[config.mk]
export PLATFORM = sky130hd
export DESIGN_NAME = mem_bus_arbiter
export DESIGN_NICKNAME = d
export VERILOG_FILES = /design/src/rtl/mem_bus_arbiter.sv
export SDC_FILE = /design/constraint.sdc
export NUM_CORES = 1
export LEC_CHECK = 0
export ABC_AREA = 0
export BUFFER_PORTS_ARGS = -buffer_cell sky130_fd_sc_hd__buf_2
export CAP_MARGIN = 20
export CORE_MARGIN = 2
export CORE_UTILIZATION = 50
export DETAILED_ROUTE_END_ITERATION = 10
export PLACE_DENSITY = 0.85
export SLEW_MARGIN = 0
export SYNTH_ARGS = -nofsm -noshare
export SYNTH_HDL_FRONTEND = slang
export SYNTH_SLANG_ARGS = --single-unit
[constraint.sdc]
create_clock -name clk -period 7.2 [get_ports clk]
set_clock_uncertainty 0.05 [all_clocks]
set_input_delay 1.08 -clock clk [delete_from_list [all_inputs] [get_ports clk]]
set_output_delay 1.08 -clock clk [all_outputs]
set_load 0.1 [all_outputs]
[src/rtl/mem_bus_arbiter.sv]
// Shares one memory port between instruction fetch and load/store, with watchdog.
// Define MEM_BUS_ARB_RR_EN for round-robin; default is fixed data-over-fetch priority.
module mem_bus_arbiter #(
  parameter int ADDR_WIDTH     = 32,
  parameter int TIMEOUT_CYCLES = 255
) (
  input  logic                  clk,
  input  logic                  reset,
  input  logic                  if_req,
  input  logic [ADDR_WIDTH-1:0] if_addr,
  output logic                  if_done,
  output logic                  if_err,
  output logic [31:0]           if_rdata,
  input  logic                  d_req,
  input  logic                  d_we,
  input  logic [ADDR_WIDTH-1:0] d_addr,
  input  logic [31:0]           d_wdata,
  input  logic [3:0]            d_wstrb,
  output logic                  d_done,
  output logic                  d_err,
  output logic [31:0]           d_rdata,
  output logic                  mem_req,
  output logic                  mem_we,
  output logic [ADDR_WIDTH-1:0] mem_addr,
  output logic [31:0]           mem_wdata,
  output logic [3:0]            mem_wstrb,
  input  logic                  mem_ack,
  input  logic [31:0]           mem_rdata
);

  localparam logic [1:0] S_IDLE  = 2'd0;
  localparam logic [1:0] S_ISSUE = 2'd1;
  localparam logic [1:0] S_WAIT  = 2'd2;
  localparam logic [1:0] S_RESP  = 2'd3;

  localparam logic [7:0] TO_LIMIT = 8'(TIMEOUT_CYCLES);

  logic [1:0]            state_q, state_d;
  logic                  gnt_q, gnt_d;
  logic [7:0]            cnt_q, cnt_d;
  logic                  mem_req_q, mem_req_d;
  logic                  mem_we_q, mem_we_d;
  logic [ADDR_WIDTH-1:0] mem_addr_q, mem_addr_d;
  logic [31:0]           mem_wdata_q, mem_wdata_d;
  logic [3:0]            mem_wstrb_q, mem_wstrb_d;
  logic                  if_done_q, if_done_d;
  logic                  if_err_q, if_err_d;
  logic [31:0]           if_rdata_q, if_rdata_d;
  logic                  d_done_q, d_done_d;
  logic                  d_err_q, d_err_d;
  logic [31:0]           d_rdata_q, d_rdata_d;
  logic                  pick_if;
  logic                  fin;
  logic                  fin_err;
  logic [31:0]           fin_data;

`ifdef MEM_BUS_ARB_RR_EN
  // prio_q set means fetch wins a tie; flipped at every grant
  logic prio_q, prio_d;
  assign pick_if = if_req & (~d_req | prio_q);
`else
  assign pick_if = ~d_req;
`endif

  always_comb begin
    state_d     = state_q;
    gnt_d       = gnt_q;
    cnt_d       = cnt_q;
    mem_req_d   = 1'b0;
    mem_we_d    = mem_we_q;
    mem_addr_d  = mem_addr_q;
    mem_wdata_d = mem_wdata_q;
    mem_wstrb_d = mem_wstrb_q;
    if_done_d   = 1'b0;
    if_err_d    = 1'b0;
    if_rdata_d  = if_rdata_q;
    d_done_d    = 1'b0;
    d_err_d     = 1'b0;
    d_rdata_d   = d_rdata_q;
    fin         = 1'b0;
    fin_err     = 1'b0;
    fin_data    = 32'h0;
`ifdef MEM_BUS_ARB_RR_EN
    prio_d      = prio_q;
`endif
    unique case (state_q)
      S_IDLE: begin
        if (if_req | d_req) begin
          gnt_d       = pick_if;
          mem_req_d   = 1'b1;
          mem_we_d    = pick_if ? 1'b0 : d_we;
          mem_addr_d  = pick_if ? if_addr : d_addr;
          mem_wdata_d = d_wdata;
          mem_wstrb_d = pick_if ? 4'h0 : d_wstrb;
          state_d     = S_ISSUE;
`ifdef MEM_BUS_ARB_RR_EN
          prio_d      = ~pick_if;
`endif
        end
      end
      S_ISSUE: begin
        cnt_d   = 8'h0;
        state_d = S_WAIT;
      end
      S_WAIT: begin
        if (mem_ack) begin
          fin      = 1'b1;
          fin_data = mem_rdata;
        end else if (TIMEOUT_CYCLES != 0 && cnt_q == TO_LIMIT) begin
          fin     = 1'b1;
          fin_err = 1'b1;
        end else begin
          cnt_d = cnt_q + 8'd1;
        end
      end
      S_RESP: begin
        state_d = S_IDLE;
      end
      default: begin
        state_d = S_IDLE;
      end
    endcase
    if (fin) begin
      state_d = S_RESP;
      if (gnt_q) begin
        if_done_d  = 1'b1;
        if_err_d   = fin_err;
        if_rdata_d = fin_data;
      end else begin
        d_done_d  = 1'b1;
        d_err_d   = fin_err;
        d_rdata_d = fin_data;
      end
    end
  end

  always_ff @(posedge clk or posedge reset) begin
    if (reset) begin
      state_q     <= S_IDLE;
      gnt_q       <= 1'b0;
      cnt_q       <= 8'h0;
      mem_req_q   <= 1'b0;
      mem_we_q    <= 1'b0;
      mem_addr_q  <= '0;
      mem_wdata_q <= 32'h0;
      mem_wstrb_q <= 4'h0;
      if_done_q   <= 1'b0;
      if_err_q    <= 1'b0;
      if_rdata_q  <= 32'h0;
      d_done_q    <= 1'b0;
      d_err_q     <= 1'b0;
      d_rdata_q   <= 32'h0;
`ifdef MEM_BUS_ARB_RR_EN
      prio_q      <= 1'b0;
`endif
    end else begin
      state_q     <= state_d;
      gnt_q       <= gnt_d;
      cnt_q       <= cnt_d;
      mem_req_q   <= mem_req_d;
      mem_we_q    <= mem_we_d;
      mem_addr_q  <= mem_addr_d;
      mem_wdata_q <= mem_wdata_d;
      mem_wstrb_q <= mem_wstrb_d;
      if_done_q   <= if_done_d;
      if_err_q    <= if_err_d;
      if_rdata_q  <= if_rdata_d;
      d_done_q    <= d_done_d;
      d_err_q     <= d_err_d;
      d_rdata_q   <= d_rdata_d;
`ifdef MEM_BUS_ARB_RR_EN
      prio_q      <= prio_d;
`endif
    end
  end

  assign mem_req   = mem_req_q;
  assign mem_we    = mem_we_q;
  assign mem_addr  = mem_addr_q;
  assign mem_wdata = mem_wdata_q;
  assign mem_wstrb = mem_wstrb_q;
  assign if_done   = if_done_q;
  assign if_err    = if_err_q;
  assign if_rdata  = if_rdata_q;
  assign d_done    = d_done_q;
  assign d_err     = d_err_q;
  assign d_rdata   = d_rdata_q;

endmodule

Word level (Yosys, flattened, before mapping):

Cells that the tools add are included.

* output and inout bits: 138
* word-level logic and storage cells: 59
* register bits after elaboration: 149
* input bits: 138

* muxes and demuxes: 26
* eq/ne operators: 7
* bitwise gates (word level): 3
* add/sub/neg operators: 1
* reductions and logical operators: 8

Operators by type and width (number)
* 2-to-1 mux 32 bit: 3
* 2-to-1 mux 1 bit: 16
* 2-to-1 mux 8 bit: 2
* one-hot mux 8 bit (2 select lines): 1
* adder 8 x 1 -> 8 bit, second input constant: 1
* == test 8 bit, second input constant: 1
* AND reduction 2 bit: 4
* one-hot mux 2 bit (3 select lines): 1
* == test 2 bit, second input constant: 2
* 2-to-1 mux 2 bit: 2
* 2-to-1 mux 4 bit: 1
* != test 2 bit, second input constant: 2
* nonzero test 4 bit: 1
* != test 3 bit, second input constant: 1
* AND reduction 3 bit: 1
* == test 2 x 1 -> 1 bit, second input constant: 1
* logical NOT 2 bit: 1
* NOT 1 bit: 2
* nonzero test 2 bit: 1
* bitwise OR 1 bit: 1

Depth between registers and ports, before layout:

* depth in word-level cells: 6
* gate-level depth with buffers: 6
* depth with buffers taken out: 5

Worst setup path after synthesis:

OpenSTA, ideal clock, no wires.

* path kind: input -> register
* start: in d_req
* end: reg mem_addr_q[10], in the netlist mem_addr[10]
* path buffers: 3
* stages on the path: 6
* setup time: 0.083 ns
* path slack: 5.047 ns
* arrival time: 2.020 ns
* data required time: 7.067 ns
* cell sequence: clkbuf_1 > o21ai_1 > buf_2 > buf_2 > nand2_1 > o21ai_0

* cells in the longest elaborated chain, start to end: 2
* elaborated cells between the ends (all ways): 3

Ends and longest elaborated chain
* start: declaration: line 14 `input logic d_req,`
* bitwise OR 1 bit: line 88 `if (if_req | d_req) begin`
* AND reduction 2 bit (no source line)
* end signal: assignment: line 162 `mem_addr_q <= mem_addr_d;`
* end: declaration: line 43 `logic [ADDR_WIDTH-1:0] mem_addr_q, mem_addr_d;`

Parallel ways exist; a longest one is shown, timed or not.
A chain may end at the register's enable or synchronous reset.

Final worst setup path:

* start: in d_req
* end: reg mem_wdata_q[1], in the netlist mem_wdata[1]

* cells in the longest elaborated chain, start to end: 2

Ends and longest elaborated chain
* bitwise OR 1 bit: line 88
* AND reduction 2 bit (no source line)
* end signal: assignment: line 163 `mem_wdata_q <= mem_wdata_d;`
* end: declaration: line 44 `logic [31:0] mem_wdata_q, mem_wdata_d;`

Every way passes these cells.

==> results.py <==
metrics = {
    "floorplanning": {
        "ioPinCount": 276,
        "die_h_um": 112.8,
        "rows": 39,
        "core_area_sq_um": 11470,
        "dieArea_sq_um": 12720,
        "die_w_um": 112.8,
        "initial_core_util_pct": 51.59,
    },
    "timing": {
        "tightestPinTransition_ps": 986.1,
        "relSlewSlack_pct": 34.26,
        "finalSetupViolations": 0,
        "setup-tns-final_ps": 0,
        "hold_viol": 0,
        "slew_violations": 0,
        "whs_ps": 422.1,
        "period_share_pct": 36.30,
        "fmaxAchievable_mhz": 382.6,
        "rsz0062_at_grt": "false",
        "fin_crit_ps": 2614,
        "setup_slack_ps": 4586,
    },
    "detailed_routing": {
        "drc_errors": 0,
        "first_iter_violations": 546,
        "wl_per_cell_um": 17.41,
        "routed_wl_um": 16380,
        "ant_nets": 0,
        "vias": 5162,
        "viasPerCell": 5.486,
        "drt_first_pass_iters": 5,
    },
    "clocking": {
        "cts_buffers": 17,
        "hold_buffers": 0,
        "htree_levels": 4,
        "clkLatencyLatePin_ps": 410,
        "clock-root-buffer": "clkbuf_16",
        "cts_sinks": 149,
        "clk_pin_slew_worst_paths_ps": 60,
        "cts.repair.resized": 0,
        "clk_path_buf_depth": 2,
        "cts_setup_buffers": 0,
        "cts_tree": "yes",
    },
    "yosys": {
        "synth_nets": 661,
        "synthCells": 522,
        "syn_avg_cell_area_sq_um": 11.33,
        "ys_ff_latch": 149,
        "yosysUniqueCellTypes": 34,
        "syn_area_sq_um": 5916,
        "synth_warnings": 0,
        "yosysTopAreaCell": "dfrtp_1",
        "seq_area_frac_synth_pct": 63.03,
        "synth_top_area_share_pct": 63.03,
        "ys_top_cells_by_area": "dfrtp_1 (63%), nand2_1 (9.4%), a32o_1 (6.1%)",
    },
    "placed_design": {
        "globalplace.congestion": 0.8513,
        "place_ws_ps": 4188,
        "port-buffer-count": 275,
        "post-dp-hpwl_um": 11670,
    },
    "critical_path": {
        "slowest_delay_ps": 740,
        "cpMaxStageDelayCell": "buf_2",
        "end_kind": "flop",
        "crit_top_cell": "nand2_1",
        "start_kind": "input pin",
        "worstPathArrival_ps": 2910,
        "cp_max_fo": 34,
        "crit_type": "in -> reg",
        "crit_path_cell_trace": "buf_2 > o21ai_4 > inv_1 > nand2_1 > nand2_1",
        "cp.required_ps": 7500,
    },
    "finish": {
        "final_layout_size_suffix_gt1_share_pct": 40.03,
        "syn2layout_area_growth_pct": 33.59,
        "final_core_util_pct": 68.91,
        "n_fill_cell": 857,
        "fin_nets": 923,
    },
    "global_route": {
        "grt_pass1_wl_um": 26000,
        "grt_max_degree": 104,
        "grtUsageTotal_pct": 26.36,
        "antenna_found_initial": 1,
        "grt_pass1_vias": 5065,
        "grt-ovfl-total": 0,
    },
    "run_status": {
        "outcome": "complete, no violations",
    },
    "worst_hold_path": {
        "min_path_type": "reg -> reg",
    },
    "flow_run": {
        "drv_cap": 0,
    },
}
## worst max-delay path, delay by kind of cell
family | cells | cell delay (ps)
AO/OA/AOI/OAI | 1 | 110
buffers and inverters | 2 | 1460
AND/OR/NAND/NOR | 2 | 250
## per-layer routing
layer | track usage (%) | vias to the layer above | wire length [um]
met1 | 32.62 | 2490 | 6319
met5 | 0 | - | 0
met4 | 13.01 | 0 | 562
met2 | 43.47 | 269 | 8250
li1 | - | 2366 | -
met3 | 6.588 | 37 | 1249
## cell usage after synthesis
library cell / number
o21ai_1: 1
a22o_1: 5
a21o_1: 1
nor2_1: 4
dfrtp_1: 149
o211ai_2: 1
o31ai_1: 2
o21ai_0: 35
nand3_1: 7
a21oi_1: 2
or2_2: 1
nor2_2: 1
nor2b_1: 2
nand2_1: 148
ha_1: 1
mux2i_1: 33
clkbuf_1: 16
o211ai_1: 4
or3_1: 2
nand4_1: 1
inv_1: 7
mux2_2: 1
nor3b_2: 1
nand2b_1: 3
o21ai_2: 1
or3b_1: 1
buf_2: 23
nor3_1: 1
a32o_1: 36
o2bb2ai_1: 28
and2_1: 1
or4_1: 1
and2_0: 1
clkinv_1: 1
## sequential cells by signal (all words and copies together), names as in the netlist
register and cells:
cnt_q 8, d_done 1, d_err 1, d_rdata 32, gnt_q 1, if_done 1
if_err 1, if_rdata 32, mem_addr 32, mem_req 1, mem_wdata 32, mem_we 1
mem_wstrb 4, state_q 2
## cell usage in the layout, fill, tap and decap left out, types with 5 or more instances in the layout
master | synthesis | layout
clkinv_2 | 0 | 8
buf_2 | 23 | 275
nand2_1 | 148 | 148
a32o_1 | 36 | 36
clkbuf_16 | 0 | 17
buf_4 | 0 | 7
mux2i_1 | 33 | 33
dfrtp_1 | 149 | 149
o2bb2ai_1 | 28 | 28
a22o_1 | 5 | 5
inv_1 | 7 | 6
o21ai_0 | 35 | 35
nand3_1 | 7 | 7
## kinds of logic after synthesis
| logic type | after synthesis | synth area share (%) |
|---|---|---|
| and+or+nand+nor | 175 | 12.08 |
| adders and majority gates | 1 | 0.2115 |
| buffers and inverters | 47 | 3.469 |
| muxes | 34 | 5.774 |
| DFF | 149 | 63.03 |
| AOI/OAI and AO/OA | 116 | 15.44 |
## worst paths after layout
kind                          startpoint  cells past startpoint  slack [ps]       endpoint
max                                d_req                      5        4590   mem_wdata[1]
min                        mem_wdata[30]                      2         420  mem_wdata[30]
max reg2reg                     cnt_q[0]                      5        5120       cnt_q[3]
min reg2reg                mem_wdata[30]                      2         420  mem_wdata[30]
max in group asynchronous          reset                      3        5130   mem_addr[27]
min in group asynchronous          reset                      2         760   mem_wstrb[0]
## metrics by stage
stage / instances / instance area (sq um)
2_1_floorplan: 522 / 5916
6_report: 941 / 7903
4_1_cts: 940 / 7900
5_1_grt: 941 / 7903
3_3_place_gp: 908 / 7365
3_5_place_dp: 908 / 7365
## final cells by class
class,instances,area (sq um),share of cell area (%)
antenna,1,2.502,0.03167
clock buffer,21,450.4,5.700
clock inverter,11,85.08,1.077
inverter,8,35.03,0.4433
multi-input combinational,326,1993,25.22
sequential,149,3729,47.18
tap,143,178.9,2.264
timing repair buffer,282,1429,18.08
Power is left out: the tool's default activity adds up to more than one toggle a clock period on the data nets, which glitch-free logic cannot reach.
